File: src/rtl/triangle_pwm_deadtime_pkg.sv
// triangle_pwm_deadtime_pkg: shared state encoding, direction type and dead-counter sizing
package triangle_pwm_deadtime_pkg;
  typedef enum logic [2:0] {
    ST_OFF,
    ST_HI,
    ST_DEAD_HL,
    ST_LO,
    ST_DEAD_LH
  } state_t;
  typedef enum logic {
    DIR_DOWN = 1'b0,
    DIR_UP   = 1'b1
  } dir_t;
  localparam int DEADTIME_DEF = 3;
  function automatic int dead_cnt_w(input int deadtime);
    return $clog2(deadtime + 1);
  endfunction
endpackage

File: src/rtl/triangle_pwm_deadtime_if.sv
// triangle_pwm_deadtime_if: carrier/duty inputs and half-bridge outputs of the PWM stage
interface triangle_pwm_deadtime_if #(
  parameter int WIDTH = 4
);
  logic             enable;
  logic [WIDTH-1:0] mod_in;
  logic [WIDTH-1:0] duty_in;
  logic             pwm_hi;
  logic             pwm_lo;
  logic             cycle_start;
  logic [WIDTH-1:0] duty_q;
  modport master (
    output enable, mod_in, duty_in,
    input  pwm_hi, pwm_lo, cycle_start, duty_q
  );
  modport slave (
    input  enable, mod_in, duty_in,
    output pwm_hi, pwm_lo, cycle_start, duty_q
  );
endinterface

File: src/rtl/triangle_valley_detect.sv
// triangle_valley_detect: tracks carrier direction and flags the first rising sample after a descent
module triangle_valley_detect
  import triangle_pwm_deadtime_pkg::*;
#(
  parameter int WIDTH = 4
) (
  input  logic             clk,
  input  logic             reset,
  input  logic [WIDTH-1:0] mod_in,
  output logic             valley
);
  logic [WIDTH-1:0] prev_mod_q, prev_mod_d;
  dir_t             dir_q, dir_d;
  logic             first_q, first_d;
  // Equal samples (plateaus) keep the last direction so no false valley appears
  always_comb begin
    prev_mod_d = mod_in;
    dir_d      = mod_in > prev_mod_q ? DIR_UP : mod_in < prev_mod_q ? DIR_DOWN : dir_q;
    first_d    = 1'b0;
    valley     = first_q | (dir_q == DIR_DOWN && mod_in > prev_mod_q);
  end
  // History registers; the first-sample flag forces a valley right after reset
  always_ff @(posedge clk) begin
    if (reset) begin
      prev_mod_q <= '0;
      dir_q      <= DIR_UP;
      first_q    <= 1'b1;
    end else begin
      prev_mod_q <= prev_mod_d;
      dir_q      <= dir_d;
      first_q    <= first_d;
    end
  end
endmodule

File: src/rtl/triangle_pwm_deadtime.sv
// triangle_pwm_deadtime: carrier-vs-duty compare driving a complementary pair with dead time
module triangle_pwm_deadtime
  import triangle_pwm_deadtime_pkg::*;
#(
  parameter int WIDTH    = 4,
  parameter int DEADTIME = DEADTIME_DEF
) (
  input logic                    clk,
  input logic                    reset,
  triangle_pwm_deadtime_if.slave bus
);
  localparam int            CW       = dead_cnt_w(DEADTIME);
  localparam logic [CW-1:0] CNT_LOAD = CW'(DEADTIME - 1);
  logic             valley;
  logic [WIDTH-1:0] duty_q, duty_d;
  logic             cmp_q, cmp_d;
  logic             cs_q, cs_d;
  logic             hi_q, hi_d;
  logic             lo_q, lo_d;
  state_t           state_q, state_d;
  logic [CW-1:0]    cnt_q, cnt_d;
  triangle_valley_detect #(.WIDTH(WIDTH)) u_valley (
    .clk    (clk),
    .reset  (reset),
    .mod_in (bus.mod_in),
    .valley (valley)
  );
  // Duty is only re-latched at valleys; compare uses the duty applied before this edge
  always_comb begin
    duty_d = valley ? bus.duty_in : duty_q;
    cs_d   = valley;
    cmp_d  = bus.mod_in < duty_q;
  end
  // Dead-time FSM; a compare reversal inside a dead state restarts the opposite dead interval
  always_comb begin
    state_d = state_q;
    cnt_d   = cnt_q;
    if (!bus.enable) begin
      state_d = ST_OFF;
      cnt_d   = '0;
    end else begin
      case (state_q)
        ST_OFF: begin
          state_d = cmp_q ? ST_DEAD_LH : ST_DEAD_HL;
          cnt_d   = CNT_LOAD;
        end
        ST_HI: if (!cmp_q) begin
          state_d = ST_DEAD_HL;
          cnt_d   = CNT_LOAD;
        end
        ST_LO: if (cmp_q) begin
          state_d = ST_DEAD_LH;
          cnt_d   = CNT_LOAD;
        end
        ST_DEAD_HL: if (cmp_q) begin
          state_d = ST_DEAD_LH;
          cnt_d   = CNT_LOAD;
        end else if (cnt_q == '0) state_d = ST_LO;
        else cnt_d = cnt_q - 1'b1;
        ST_DEAD_LH: if (!cmp_q) begin
          state_d = ST_DEAD_HL;
          cnt_d   = CNT_LOAD;
        end else if (cnt_q == '0) state_d = ST_HI;
        else cnt_d = cnt_q - 1'b1;
        default: begin
          state_d = ST_OFF;
          cnt_d   = '0;
        end
      endcase
    end
    hi_d = state_d == ST_HI;
    lo_d = state_d == ST_LO;
  end
  // Registered state and outputs; outputs mirror the registered state decode
  always_ff @(posedge clk) begin
    if (reset) begin
      duty_q  <= '0;
      cmp_q   <= 1'b0;
      cs_q    <= 1'b0;
      hi_q    <= 1'b0;
      lo_q    <= 1'b0;
      state_q <= ST_OFF;
      cnt_q   <= '0;
    end else begin
      duty_q  <= duty_d;
      cmp_q   <= cmp_d;
      cs_q    <= cs_d;
      hi_q    <= hi_d;
      lo_q    <= lo_d;
      state_q <= state_d;
      cnt_q   <= cnt_d;
    end
  end
  assign bus.pwm_hi      = hi_q;
  assign bus.pwm_lo      = lo_q;
  assign bus.cycle_start = cs_q;
  assign bus.duty_q      = duty_q;
endmodule
File: src/flat_wrapper.sv
// flat-port wrapper written by rule: the top's interface ports become plain ports
module triangle_pwm_deadtime_flat import triangle_pwm_deadtime_pkg::*;
#(
  parameter int WIDTH    = 4,
  parameter int DEADTIME = DEADTIME_DEF
)
  (clk, reset, bus_enable, bus_mod_in, bus_duty_in, bus_pwm_hi, bus_pwm_lo, bus_cycle_start, bus_duty_q);
  triangle_pwm_deadtime_if #(.WIDTH(WIDTH)) bus_i ();
  input logic clk;
  input logic reset;
  input wire logic [$bits(bus_i.enable)-1:0] bus_enable;
  input wire logic [$bits(bus_i.mod_in)-1:0] bus_mod_in;
  input wire logic [$bits(bus_i.duty_in)-1:0] bus_duty_in;
  output wire logic [$bits(bus_i.pwm_hi)-1:0] bus_pwm_hi;
  output wire logic [$bits(bus_i.pwm_lo)-1:0] bus_pwm_lo;
  output wire logic [$bits(bus_i.cycle_start)-1:0] bus_cycle_start;
  output wire logic [$bits(bus_i.duty_q)-1:0] bus_duty_q;
  assign bus_i.enable = bus_enable;
  assign bus_i.mod_in = bus_mod_in;
  assign bus_i.duty_in = bus_duty_in;
  assign bus_pwm_hi = bus_i.pwm_hi;
  assign bus_pwm_lo = bus_i.pwm_lo;
  assign bus_cycle_start = bus_i.cycle_start;
  assign bus_duty_q = bus_i.duty_q;
  triangle_pwm_deadtime #(.WIDTH(WIDTH), .DEADTIME(DEADTIME)) u_core (.clk(clk), .reset(reset), .bus(bus_i));
endmodule
File: config.mk
export PLATFORM = sky130hd
export DESIGN_NAME = triangle_pwm_deadtime_flat
export DESIGN_NICKNAME = d
export VERILOG_FILES = /design/src/rtl/triangle_pwm_deadtime_pkg.sv /design/src/rtl/triangle_pwm_deadtime_if.sv /design/src/rtl/triangle_valley_detect.sv /design/src/rtl/triangle_pwm_deadtime.sv /design/src/flat_wrapper.sv
export SDC_FILE = /design/constraint.sdc
export NUM_CORES = 1
export LEC_CHECK = 0
export ABC_AREA = 1
export CAP_MARGIN = 20
export CORE_MARGIN = 4
export CORE_UTILIZATION = 45
export DETAILED_ROUTE_END_ITERATION = 8
export PLACE_DENSITY = 0.74
export RECOVER_POWER = 100
export SETUP_SLACK_MARGIN = 0.05
export SYNTH_ARGS = -nofsm -noshare
export SYNTH_HDL_FRONTEND = slang
export SYNTH_SLANG_ARGS = --single-unit
File: constraint.sdc
create_clock -name clk -period 1.2 [get_ports clk]
set_input_delay 0.18 -clock clk [delete_from_list [all_inputs] [get_ports clk]]
set_output_delay 0.18 -clock clk [all_outputs]
set_load 0.02 [all_outputs]
==> results of run 1 <==
==> layer usage <==
layer	GRT usage, %	wire length [um]	up-vias
met2	35.3	1320	31
met5	0	0	-
met4	13.2	74	0
met1	19.4	962	421
met3	3.94	101	7
li1	-	-	463
==> logic make-up (layout without fill, tap and decap cells) <==
group	count (synthesis)	in the layout	synth area share [%]
and+or+nand+nor	62	63	29.7
adders and majority gates	7	7	9.45
DFF	19	19	41.0
buffers and inverters	25	54	10.9
AOI/OAI and AO/OA	15	15	8.91
==> state kept, by name (all words and copies together), names as in the netlist <==
| signal | flops |
|---|---|
| u_core.cnt_q | 2 |
| u_core.bus.cycle_start | 1 |
| u_core.u_valley.dir_q | 1 |
| u_core.bus.pwm_hi | 1 |
| u_core.u_valley.prev_mod_q | 4 |
| u_core.u_valley.first_q | 1 |
| u_core.state_q | 3 |
| u_core.cmp_q | 1 |
| u_core.bus.pwm_lo | 1 |
| u_core.bus.duty_q | 4 |
==> worst max-delay path, cell delays in order, from the launching register on <==
cell	delay [ns]
dfxtp_2	0.34
inv_2	0.04
ha_4	0.28
nand2_2	0.07
nand2_2	0.07
nand2_2	0.06
nand2_4	0.10
nand2_4	0.08
nand3_2	0.07
nand2_1	0.07
nor2_1	0.11
==> area by class of cell <==
class / count / area [um^2]
tap: 27 / 33.8
inverter: 24 / 90.1
sequential: 19 / 395
multi-input combinational: 85 / 631
clock buffer: 4 / 26.3
timing repair buffer: 26 / 214
fill: 175 / 572
==> power by group <==
part	leakage (nW)	switching (mW)	internal (mW)
sequential	0.161	0.0367	0.675
clock	0.0150	0.212	0.130
combinational	0.458	0.226	0.183
==> worst min path at each step <==
stage,to,slack (ns),cells after the start
after global placement,u_core.cnt_q[0],0.45,2
final,u_core.u_valley.prev_mod_q[2],0.29,4
after CTS,u_core.u_valley.first_q,0.35,1
after global routing,u_core.u_valley.prev_mod_q[2],0.31,4
after floorplan,u_core.u_valley.first_q,0.21,0
after detailed placement,u_core.cnt_q[0],0.46,2
==> stage by stage <==
stage	instance area, um^2	util [%]	TNS (ns)	instances
3_3_place_gp	1170	59.8	-2.78	178
2_1_floorplan	927	-	-0.185	128
5_1_grt	1390	70.9	-1.26	185
3_5_place_dp	1170	59.8	-3.06	178
4_1_cts	1340	68.1	-0.253	183
6_report	1390	70.9	-0.527	185
==> synthesized netlist by cell type, drive strengths merged <==
library cell,n
nand2,28
inv,23
nor2,20
dfxtp,19
a21oi,9
nand3,8
ha,7
nand4,3
o21ai,3
nor3,2
a21boi,1
and2,1
buf,1
clkinv,1
o211ai,1
o31ai,1
==> timing repair <==
action                     CTS  global route
setup buffers                1             2
hold endpoints to repair     0             0
resized for setup           52            27
setup endpoints to repair   15            18
cloned                       1             0
pin swaps                   14            16
==> results.tsv, run 1 <==
metric	value	unit
result of the run	finished with violations	
failing checks	negative setup slack	
crit path kind	register to register	
Pre-antenna DRT Iters	4	
total power divided by cell area	1050	nW/um^2
path type of the worst min-delay path	input port to register	
Via-to-Cell Ratio	4.98	
largest net degree at the start of global routing	11	
maximum VDD drop	0.754	mV
max-slew violation total from the final report	0	
Worst Reg-to-Reg Cells	10	
synth warn	0	
number of antenna violations at the first check in global routing	0	
source of the worst hold timing path	bus_mod_in[2]	
Synth Cell Area	927	um^2
Critical Path Sink Type	register	
worst max-slew margin expressed relative to the limit	68.4	%
number of H-tree levels	1	
net count reported at finish	177	
final critical-path setup slack	-0.148	ns
final routed DRC violation total	0	
syn nets	146	
biggest area contributors in the synthesized netlist	dfxtp_1, nand2_1, ha_1	
leading cell types in the layout, fill and taps excluded	nand2_1, nor2_1, inv_1	
initial drt markers	15	
diodes inserted	0	
clock slew at reported path FFs	0.11	ns
worst hold margin	0.290	ns
TritonCTS buffer count	3	
post-detailed-placement half-perimeter wirelength	1.56	mm
endpoints failing setup	6	
Boundary Pins	18	
launching element of the worst setup path	u_core.u_valley.prev_mod_q[1]	
register-to-register path setup slack	-0.15	ns
starting density of the core	47.3	%
Crit Path Max Fanout	5	
gr ovfl total	0	
area added between synthesis and finish	49.9	%
RSZ-0062 raised after global routing	yes	
critical register-to-register path startpoint	u_core.u_valley.prev_mod_q[1]	
pre-CTS worst setup slack	-0.503	ns
endpoints failing hold	0	
transition time at the pin with the least slew margin	0.474	ns
leakage power of the design	0.633	nW
ratio of final minimum period to clock period	112	%
Final min period	1.35	ns
power consumption	1.46	mW
Crit path arrival time	1.59	ns
Synth Register Bits	19	
Post-CTS Hold Buffers	0	
number of cells produced by synthesis	128	
Wirelength per Cell	13.3	um
clock tree from TritonCTS	built	
global routing usage summed across all routing layers	19.4	%
Max Cap Violations	0	
via count of the first global-routing pass	898	
most common cell after layout, fill and taps aside	nand2_1	
library cell with the largest summed area after synthesis	dfxtp_1	
Worst Setup EP	u_core.bus.duty_q[3]	
fraction of final layout cells sized beyond drive strength 1	42.4	%
Die Area	2850	um^2
insertion delay to the later sink of the worst-skew pair	0.30	ns
worst reg2reg endpoint	u_core.bus.duty_q[3]	
fraction of synthesized cell area taken by the top area cell type	41.0	%
area inside the core boundary	1960	um^2
final weighted congestion of routability-driven global placement	0.789	
DIE WIDTH	53.4	um
Fin Clk Skew	0.00217	ns
total number of clock tree sinks	19	
CP Data Required Time	1.44	ns
Max Freq	742	MHz
count of nets left with antenna violations after detail routing	0	
sequential fraction of the synthesis area	41.0	%
Worst setup SP type	register	
PortBufs	17	
wire length after detailed routing	2.46	mm
Root Buffer Master	clkbuf_4	
num rows	16	
average instance area after synthesis	7.24	um^2
via count	922	
first-pass GRT wire length	3.88	mm
Unique masters post-synth	21	
maximum buffer depth of the clock tree	2	
die height	53.4	um
Note: power is estimated with default switching activity, not from simulation.
==> run 2, diff against run 1 <==
Settings changed: CORE_MARGIN 4 to 3.
==> run 2 against run 1 <==
Compared with the run above:
- the flow still finishes with violations (negative setup slack)
- wire length increased by 2.9%
- first-iteration DRC count decreased by 27%
- sequential share of layout area decreased by 0.56 points
- clock power decreased by 6.7%
- final area increased by 0.72%
- critical path depth decreased by 2
- flip-flop and latch count unchanged
- non-clock buffer count increased by 2
==> results.tsv, run 2 (synthesis results as in run 1) <==
metric	value	unit	change
number of cells on the worst hold path	4		unchanged
number of H-tree levels	1		unchanged
maximum buffer depth of the clock tree	2		unchanged
Critical Path Sink Type	register		unchanged
cell chain of the critical path	inv_2, ha_4, nand2_4, nor2_2, nor2_4, nand2_4, a21oi_2, nor2_1		was inv_2, ha_4, nand2_2, nand2_2, nand2_2, nand2_4, nand2_4, nand3_2, nand2_1, nor2_1
global routing usage summed across all routing layers	19.3	%	was 19.4%
Pre-antenna DRT Iters	7		was 4
Post-CTS Hold Buffers	0		unchanged
final non-filler cell total	185		unchanged
critical register-to-register path startpoint	u_core.u_valley.prev_mod_q[3]		was u_core.u_valley.prev_mod_q[1]
total number of clock tree sinks	19		unchanged
diodes inserted	0		unchanged
Wirelength per Cell	13.7	um	was 13.3 um
slowest CP cell	dfxtp_2		unchanged
Post-DP Area	1180	um^2	was 1170 um^2
largest registers	u_core.bus.duty_q: 4 flops, u_core.u_valley.prev_mod_q: 4 flops, u_core.state_q: 3 flops		unchanged
most common cell after layout, fill and taps aside	nand2_1		unchanged
Endpoint, Worst Hold	u_core.u_valley.prev_mod_q[2]		unchanged
number of antenna violations at the first check in global routing	0		unchanged
RSZ-0062 raised after global routing	yes		unchanged
initial drt markers	11		was 15
largest net degree at the start of global routing	11		unchanged
Final min period	1.29	ns	was 1.35 ns
die height	51.4	um	was 53.4 um
Boundary Pins	18		unchanged
number of fill cells	138		was 175
count of nets left with antenna violations after detail routing	0		unchanged
crit path kind	register to register		unchanged
TritonCTS buffer count	3		unchanged
delay of the slowest critical-path stage	0.34	ns	about the same
result of the run	finished with violations		unchanged
Worst setup SP type	register		unchanged
total area of multi-input combinational cells	624	um^2	was 631 um^2
Crit Path Max Fanout	4		was 5
gr ovfl total	0		unchanged
Max Cap Violations	0		unchanged
GR met1 Demand/Resource	18.8	%	was 19.4%
register-to-register path setup slack	-0.09	ns	was -0.15 ns
most congested layer reported by global routing	met2		unchanged
worst max-slew margin expressed relative to the limit	78.6	%	was 68.4%
leading cell types in the layout, fill and taps excluded	nand2_1, inv_1, nor2_1		was nand2_1, nor2_1, inv_1
setup_tns	-0.413	ns	was -0.527 ns
Post-Place Cells	177		was 178
Die Area	2640	um^2	was 2850 um^2
max-slew violation total from the final report	0		unchanged
clock slew at reported path FFs	0.10	ns	was 0.11 ns
total power divided by cell area	1040	nW/um^2	was 1050 nW/um^2
transition time at the pin with the least slew margin	0.319	ns	was 0.474 ns
most common cell type on the critical path	nand2_4		was nand2_2
leakage power of the design	0.655	nW	was 0.633 nW
source of the worst hold timing path	bus_mod_in[2]		unchanged
area added between synthesis and finish	51.0	%	was 49.9%
path type of the worst min-delay path	input port to register		unchanged
first-pass GRT wire length	3.83	mm	was 3.88 mm
ratio of final minimum period to clock period	108	%	was 112%
num rows	15		was 16
via count	943		was 922
final weighted congestion of routability-driven global placement	0.815		was 0.789
failing checks	negative setup slack		unchanged
Max Freq	774	MHz	was 742 MHz
worst reg2reg endpoint	u_core.bus.duty_q[3]		unchanged
post-route cell area	1400	um^2	was 1390 um^2
endpoints failing hold	0		unchanged
fraction of final layout cells sized beyond drive strength 1	40.0	%	was 42.4%
CP Data Required Time	1.40	ns	was 1.44 ns
Root Buffer Master	clkbuf_4		unchanged
PortBufs	17		unchanged
endpoints failing setup	6		unchanged
clock tree from TritonCTS	built		unchanged
DIE WIDTH	51.4	um	was 53.4 um
sequential cell area	390	um^2	was 395 um^2
area inside the core boundary	1840	um^2	was 1960 um^2
final routed DRC violation total	0		unchanged
maximum VDD drop	1.03	mV	was 0.754 mV
Crit path arrival time	1.50	ns	was 1.59 ns
met3 Use GR	6.12	%	was 3.94%
Fin Clk Skew	0.00518	ns	was 0.00217 ns
insertion delay to the later sink of the worst-skew pair	0.29	ns	was 0.30 ns
final core utilization	76.1	%	was 70.9%
met2 routing resource usage after global routing	37.9	%	was 35.3%
via count of the first global-routing pass	932		was 898
net count reported at finish	179		was 177
final critical-path setup slack	-0.0927	ns	was -0.148 ns
starting density of the core	50.4	%	was 47.3%
wire length after detailed routing	2.53	mm	was 2.46 mm
post-detailed-placement half-perimeter wirelength	1.47	mm	was 1.56 mm
Via-to-Cell Ratio	5.10		was 4.98
worst hold margin	0.290	ns	about the same
Worst Reg-to-Reg Cells	8		was 10
run 2: changes by cell type in the layout (fill, tap and decap cells not counted), sizes merged:
cell | previous run | this run
buf | 9 | 11
dlygate4sd3 | 1 | 0
clkdlybuf4s15 | 3 | 1
clkbuf | 8 | 7
clkdlybuf4s50 | 5 | 6
dlygate4sd2 | 3 | 5
dlymetal6s2s | 1 | 2
run 2: power by group:
group | internal (mW) | switching (mW)
logic | 0.195 | 0.237
clock network | 0.129 | 0.189
registers | 0.674 | 0.0362
run 2: worst max path at each step:
stage | slack, ns | to | from | depth (start not counted)
floorplan | -0.04 | u_core.bus.duty_q[0] | u_core.u_valley.prev_mod_q[3] | 10
global placement | -0.45 | u_core.bus.duty_q[0] | bus_mod_in[3] | 10
detailed placement | -0.48 | u_core.bus.duty_q[2] | bus_mod_in[0] | 9
CTS | -0.12 | u_core.bus.duty_q[0] | u_core.u_valley.prev_mod_q[2] | 8
global route | -0.16 | u_core.bus.duty_q[0] | u_core.u_valley.prev_mod_q[3] | 10
finish | -0.09 | u_core.bus.duty_q[3] | u_core.u_valley.prev_mod_q[3] | 8
run 2: worst max-delay path: cells and delay by family (launching register included):
kind / cells / cell delay [ns]
simple gates: 5 / 0.44
flops: 1 / 0.34
fa+ha+maj: 1 / 0.25
compound gates: 1 / 0.14
buf+inv: 1 / 0.04
run 2: metrics by stage:
step | setup WS [ns] | total power, mW
2_1_floorplan | -0.0375 | 0.889
3_3_place_gp | -0.448 | 1.01
3_5_place_dp | -0.475 | 1.02
4_1_cts | -0.116 | 1.39
5_1_grt | -0.165 | 1.54
6_report | -0.0927 | 1.46
run 2: final cells by class:
| type | count | share of cell area [%] |
|---|---|---|
| Inverter | 24 | 6.43 |
| Clock buffer | 4 | 1.88 |
| Sequential cell | 19 | 27.9 |
| Timing Repair Buffer | 28 | 17.0 |
| Tap cell | 25 | 2.23 |
| Multi-Input combinational cell | 85 | 44.6 |
run 2: routing by layer:
layer  vias to the layer above  routed length, um
met5                         -                  0
met4                         0                102
met1                       425                978
met2                        36               1310
li1                        466                  -
met3                        16                136
run 2: timing repair:
action	in CTS	in global routing
buffers inserted	1	3
pin swaps	17	20
gates resized for setup	43	29
cloned	1	0
setup endpoints to repair	15	17
==> run 3, diff against run 2 <==
Settings changed: CORE_MARGIN 3 to unset.
==> run 3 against run 2 <==
Compared with the run above:
- the flow still finishes with violations (negative setup slack)
- maximum frequency fell by 3.0%
- clock power rose by 2%
- non-clock buffer count rose by 5
- clock skew rose by 0.0015 ns
- worst setup slack got worse by 0.041 ns
- sequential power barely moved
- clock-buffer cell count did not move
- critical endpoint is now u_core.bus.duty_q[0]
==> results.tsv, run 3 (synthesis results as in run 1) <==
metric	value	unit	change
crit path kind	register to register		unchanged
endpoints failing hold	0		unchanged
starting density of the core	47.7	%	was 50.4%
critical register-to-register path startpoint	u_core.u_valley.prev_mod_q[3]		unchanged
final core utilization	73.8	%	was 76.1%
maximum buffer depth of the clock tree	2		unchanged
transition time at the pin with the least slew margin	0.312	ns	was 0.319 ns
failing checks	negative setup slack		unchanged
largest registers	u_core.bus.duty_q: 4 flops, u_core.u_valley.prev_mod_q: 4 flops, u_core.state_q: 3 flops		unchanged
pre-CTS worst setup slack	-0.510	ns	was -0.475 ns
Via-to-Cell Ratio	4.83		was 5.10
maximum VDD drop	0.929	mV	was 1.03 mV
setup_tns	-0.470	ns	was -0.413 ns
total power divided by cell area	1020	nW/um^2	was 1040 nW/um^2
Post-Place Cells	179		was 177
net count reported at finish	184		was 179
wire length after detailed routing	2.30	mm	was 2.53 mm
Crit Path Max Fanout	5		was 4
Critical Path Sink Type	register		unchanged
die height	47.4	um	was 51.4 um
final routed DRC violation total	0		unchanged
clock slew at reported path FFs	0.10	ns	about the same
Wirelength per Cell	12.0	um	was 13.7 um
Crit path arrival time	1.52	ns	was 1.50 ns
Die Area	2250	um^2	was 2640 um^2
via count of the first global-routing pass	923		was 932
Post-CTS Hold Buffers	0		unchanged
Max Cap Violations	0		unchanged
launching element of the worst setup path	u_core.u_valley.prev_mod_q[3]		unchanged
leakage power of the design	0.662	nW	was 0.655 nW
PortBufs	17		unchanged
endpoints failing setup	5		was 6
path type of the worst min-delay path	input port to register		unchanged
Worst setup SP type	register		unchanged
result of the run	finished with violations		unchanged
count of nets left with antenna violations after detail routing	0		unchanged
initial drt markers	13		was 11
worst max-slew margin expressed relative to the limit	79.1	%	was 78.6%
insertion delay to the later sink of the worst-skew pair	0.30	ns	was 0.29 ns
ratio of final minimum period to clock period	111	%	was 108%
number of antenna violations at the first check in global routing	0		unchanged
first-pass GRT wire length	3.69	mm	was 3.83 mm
total number of clock tree sinks	19		unchanged
power consumption	1.47	mW	was 1.46 mW
sequential cell area	393	um^2	was 390 um^2
Final min period	1.33	ns	was 1.29 ns
num rows	16		was 15
leading cell types in the layout, fill and taps excluded	nand2_1, inv_1, nor2_1		unchanged
clock tree from TritonCTS	built		unchanged
post-detailed-placement half-perimeter wirelength	1.42	mm	was 1.47 mm
RSZ-0062 raised after global routing	yes		unchanged
most common cell after layout, fill and taps aside	nand2_1		unchanged
area added between synthesis and finish	54.5	%	was 51.0%
fraction of final layout cells sized beyond drive strength 1	38.8	%	was 40.0%
source of the worst hold timing path	bus_mod_in[3]		was bus_mod_in[2]
CP Data Required Time	1.39	ns	was 1.40 ns
Fin Clk Skew	0.00665	ns	was 0.00518 ns
final weighted congestion of routability-driven global placement	0.808		was 0.815
max-slew violation total from the final report	0		unchanged
DIE WIDTH	47.4	um	was 51.4 um
final critical-path setup slack	-0.133	ns	was -0.0927 ns
global routing usage summed across all routing layers	23.8	%	was 19.3%
total area of multi-input combinational cells	612	um^2	was 624 um^2
Root Buffer Master	clkbuf_4		unchanged
final non-filler cell total	192		was 185
number of H-tree levels	1		unchanged
area inside the core boundary	1940	um^2	was 1840 um^2
largest net degree at the start of global routing	11		unchanged
Max Freq	750	MHz	was 774 MHz
gr ovfl total	0		unchanged
Pre-antenna DRT Iters	5		was 7
diodes inserted	0		unchanged
TritonCTS buffer count	3		unchanged
Boundary Pins	18		unchanged
via count	928		was 943
number of fill cells	132		was 138
[run 3: cell types whose count changed in the layout (fill, tap and decap cells not counted), moves of 2 or more]
cell             before  now
clkdlybuf4s15_1       0    4
buf_4                10   14
a21oi_1               3    5
nand2_1              17   19
a21oi_2               5    3
dlymetal6s2s_1        2    0
nand3_2               1    4
nand3_1               7    4
[run 3: area by class of cell]
| type | count | area share (%) |
|---|---|---|
| Clock buffer | 4 | 1.83 |
| Tap cell | 27 | 2.36 |
| Multi-Input combinational cell | 85 | 42.7 |
| Timing Repair Buffer | 33 | 19.4 |
| Inverter | 24 | 6.29 |
| Sequential cell | 19 | 27.4 |
[run 3: through the flow]
| stage | instance area, um^2 | hold slack [ns] |
|---|---|---|
| 4_1_cts | 1390 | 0.409 |
| 2_1_floorplan | 927 | 0.208 |
| 3_5_place_dp | 1180 | 0.469 |
| 3_3_place_gp | 1180 | 0.450 |
| 6_report | 1430 | 0.412 |
| 5_1_grt | 1430 | 0.429 |
[run 3: repair_timing]
item	4_1_cts	5_1_grt
gates cloned	1	0
pin swaps	18	14
endpoints found under the setup margin	14	19
buffers inserted	9	0
gates resized for setup	42	22
[run 3: final timing paths]
kind,end,slack (ns),cells past startpoint
setup reg to reg,u_core.bus.duty_q[0],-0.13,9
setup / recovery,u_core.bus.duty_q[0],-0.13,9
hold reg to reg,u_core.cnt_q[0],0.49,2
hold / removal,u_core.u_valley.prev_mod_q[3],0.41,4
[run 3: critical path: stages, from the launching register on]
cell,delay (ns)
dfxtp_2,0.35
inv_2,0.04
ha_4,0.29
nand2_4,0.06
inv_2,0.05
nand2_2,0.06
nand2_4,0.09
nand2_4,0.08
a21oi_1,0.15
nor2_1,0.07
[run 3: metal layers]
layer  share of wire, %  vias to the layer above  track usage, %
li1                   -                      478               -
met1                 40                      418            24.7
met2                 54                       21            46.6
met3                3.0                       11            3.85
met4                3.2                        0            9.14
met5                  0                        -               0
[run 3: power breakdown]
part | internal (mW) | switching, mW
sequential | 0.673 | 0.0365
clock | 0.129 | 0.196
combinational | 0.204 | 0.228
==> RTL change, RTL diff (settings of run 1) <==
`WIDTH` is set to 4 in 4 places; all go to 3.
--- a/src/rtl/triangle_pwm_deadtime_if.sv
+++ b/src/rtl/triangle_pwm_deadtime_if.sv
@@ -1,5 +1,5 @@
 // triangle_pwm_deadtime_if: carrier/duty inputs and half-bridge outputs of the PWM stage
 interface triangle_pwm_deadtime_if #(
-  parameter int WIDTH = 4
+  parameter int WIDTH = 3
 );
   logic             enable;
--- a/src/rtl/triangle_valley_detect.sv
+++ b/src/rtl/triangle_valley_detect.sv
@@ -3,5 +3,5 @@
   import triangle_pwm_deadtime_pkg::*;
 #(
-  parameter int WIDTH = 4
+  parameter int WIDTH = 3
 ) (
   input  logic             clk,
--- a/src/rtl/triangle_pwm_deadtime.sv
+++ b/src/rtl/triangle_pwm_deadtime.sv
@@ -3,5 +3,5 @@
   import triangle_pwm_deadtime_pkg::*;
 #(
-  parameter int WIDTH    = 4,
+  parameter int WIDTH    = 3,
   parameter int DEADTIME = DEADTIME_DEF
 ) (
--- a/src/flat_wrapper.sv
+++ b/src/flat_wrapper.sv
@@ -2,5 +2,5 @@
 module triangle_pwm_deadtime_flat import triangle_pwm_deadtime_pkg::*;
 #(
-  parameter int WIDTH    = 4,
+  parameter int WIDTH    = 3,
   parameter int DEADTIME = DEADTIME_DEF
 )
Interface: changed (resized bus_duty_in, bus_duty_q and bus_mod_in); port bits go from 18 to 15. The function was not compared with the original's and may differ.
==> RTL change against run 1 <==
The flow still finishes with violations (negative setup slack). Routed wire length shrank 21%. Setup slack improved by 0.10 ns. Sequential cell count fell by 2. Utilization shrank 5.6 points. Cell area shrank 19%. Area after synthesis fell by 12%. Combinational power down 27%. Total power shrank 14%. First-iteration DRC count decreased by 40%. Critical endpoint is now u_core.bus.cycle_start. Largest cell class unchanged. Highest routed layer unchanged.
==> RTL change: results (changes against run 1) <==
- RD Place Congestion: 0.772 (was 0.789)
- PortBufs: 14 (was 17)
- First-pass GRT wire length: 3.16 mm (was 3.88 mm)
- Outcome: complete, but fails checks (unchanged)
- Setup violators final: 4 (was 6)
- Worst slew margin: 69.4% (was 68.4%)
- Reg-to-reg endpoint: u_core.bus.cycle_start (was u_core.bus.duty_q[3])
- R2R Path Start: u_core.u_valley.prev_mod_q[2] (was u_core.u_valley.prev_mod_q[1])
- Crit Path Max Fanout: 7 (was 5)
- DR WL met3: 108 µm (was 101 µm)
- Syn_nets: 125 (was 146)
- Initial DRC count: 9 (was 15)
- Setup total negative slack: -0.114 ns (was -0.527 ns)
- Routed wl met2: 996 µm (was 1.32 mm)
- Failing checks: negative setup slack (unchanged)
- Clock share of power: 26.2% (was 23.4%)
- Placed insts: 153 (was 178)
- Biggest regs: u_core.bus.duty_q: 3 flops, u_core.state_q: 3 flops, u_core.u_valley.prev_mod_q: 3 flops (was u_core.bus.duty_q: 4 flops, u_core.u_valley.prev_mod_q: 4 flops, u_core.state_q: 3 flops)
- Layout Skew: 0.00269 ns (was 0.00217 ns)
- Met1 wire length: 733 µm (was 962 µm)
- Final HPWL DP: 1.26 mm (was 1.56 mm)
- Internal Power: 854 µW (was 987 µW)
- Share of cells above drive strength 1: 29.1% (was 42.4%)
- Hold depth: 3 (was 4)
- Worst hold slack: 0.311 ns (was 0.290 ns)
- Post-CTS Setup Bufs: 0 (was 1)
- Synth top area cells: dfxtp_1 (42%), nand2_1 (8.8%), ha_1 (7.7%) (was dfxtp_1 (41%), nand2_1 (10%), ha_1 (9.4%))
- Worst Path Arrival: 1.49 ns (was 1.59 ns)
- Setup slack after layout: -0.0445 ns (was -0.148 ns)
- P_leak: 0.000512 µW (was 0.000633 µW)
- Library cells used by synthesis: 19 (was 21)
- Most frequent cells after synthesis: nand2_1 (19), dfxtp_1 (17), inv_1 (16), nor2_1 (14), nand3_1 (12) (was nand2_1 (25), dfxtp_1 (19), inv_1 (19), nor2_1 (17), a21oi_1 (9))
- Pre-CTS setup slack: -0.414 ns (was -0.503 ns)
- Avg WL per Cell: 12.1 µm (was 13.3 µm)
- Seq pwr: 625 µW (was 711 µW)
-- RTL change: cell types whose count changed after synthesis, moves of 2 or more --
cell / run 1 / this run
nand2_1: 25 / 19
dfxtp_1: 19 / 17
o21ai_0: 2 / 4
nand3_2: 0 / 2
ha_1: 7 / 5
nor2_1: 17 / 14
a21oi_1: 9 / 6
inv_1: 19 / 16
nand3_1: 8 / 12
-- RTL change: cell families after synthesis --
family / share of synthesized area [%]
adders and majority gates: 7.70
and+or+nand+nor: 30.7
AOI/OAI and AO/OA: 10.3
DFF: 41.9
buffers and inverters: 9.40
-- RTL change: worst max-delay path, delay by kind of cell (launching register included) --
family	cells	cell delay [ns]
adders and majority gates	1	0.29
and+or+nand+nor	3	0.28
DFF	1	0.34
buffers and inverters	2	0.19
AOI/OAI and AO/OA	1	0.09
-- RTL change: worst max-delay path by stage --
stage	start	end	cells past startpoint
6_report	u_core.u_valley.prev_mod_q[2]	u_core.bus.cycle_start	7
5_1_grt	u_core.u_valley.prev_mod_q[2]	u_core.bus.duty_q[1]	7
4_1_cts	u_core.u_valley.prev_mod_q[2]	u_core.bus.duty_q[2]	9
3_5_place_dp	bus_mod_in[0]	u_core.bus.duty_q[2]	9
3_3_place_gp	bus_mod_in[0]	u_core.bus.duty_q[1]	9
2_1_floorplan	u_core.u_valley.prev_mod_q[1]	u_core.bus.duty_q[1]	8
-- RTL change: layout make-up --
class	count	area (µm²)
multi-input cells	74	500
well taps	25	31.3
flip-flops and latches	17	344
fillers	161	601
repair buffers	20	151
inverters	19	71.3
clock inverters	1	5.00
clock buffers	3	22.5
-- RTL change: layer usage --
layer,global-route usage (%),up-vias
li1,-,404
met1,16.5,355
met2,29.6,21
met3,6.23,8
met4,9.42,0
met5,0,-
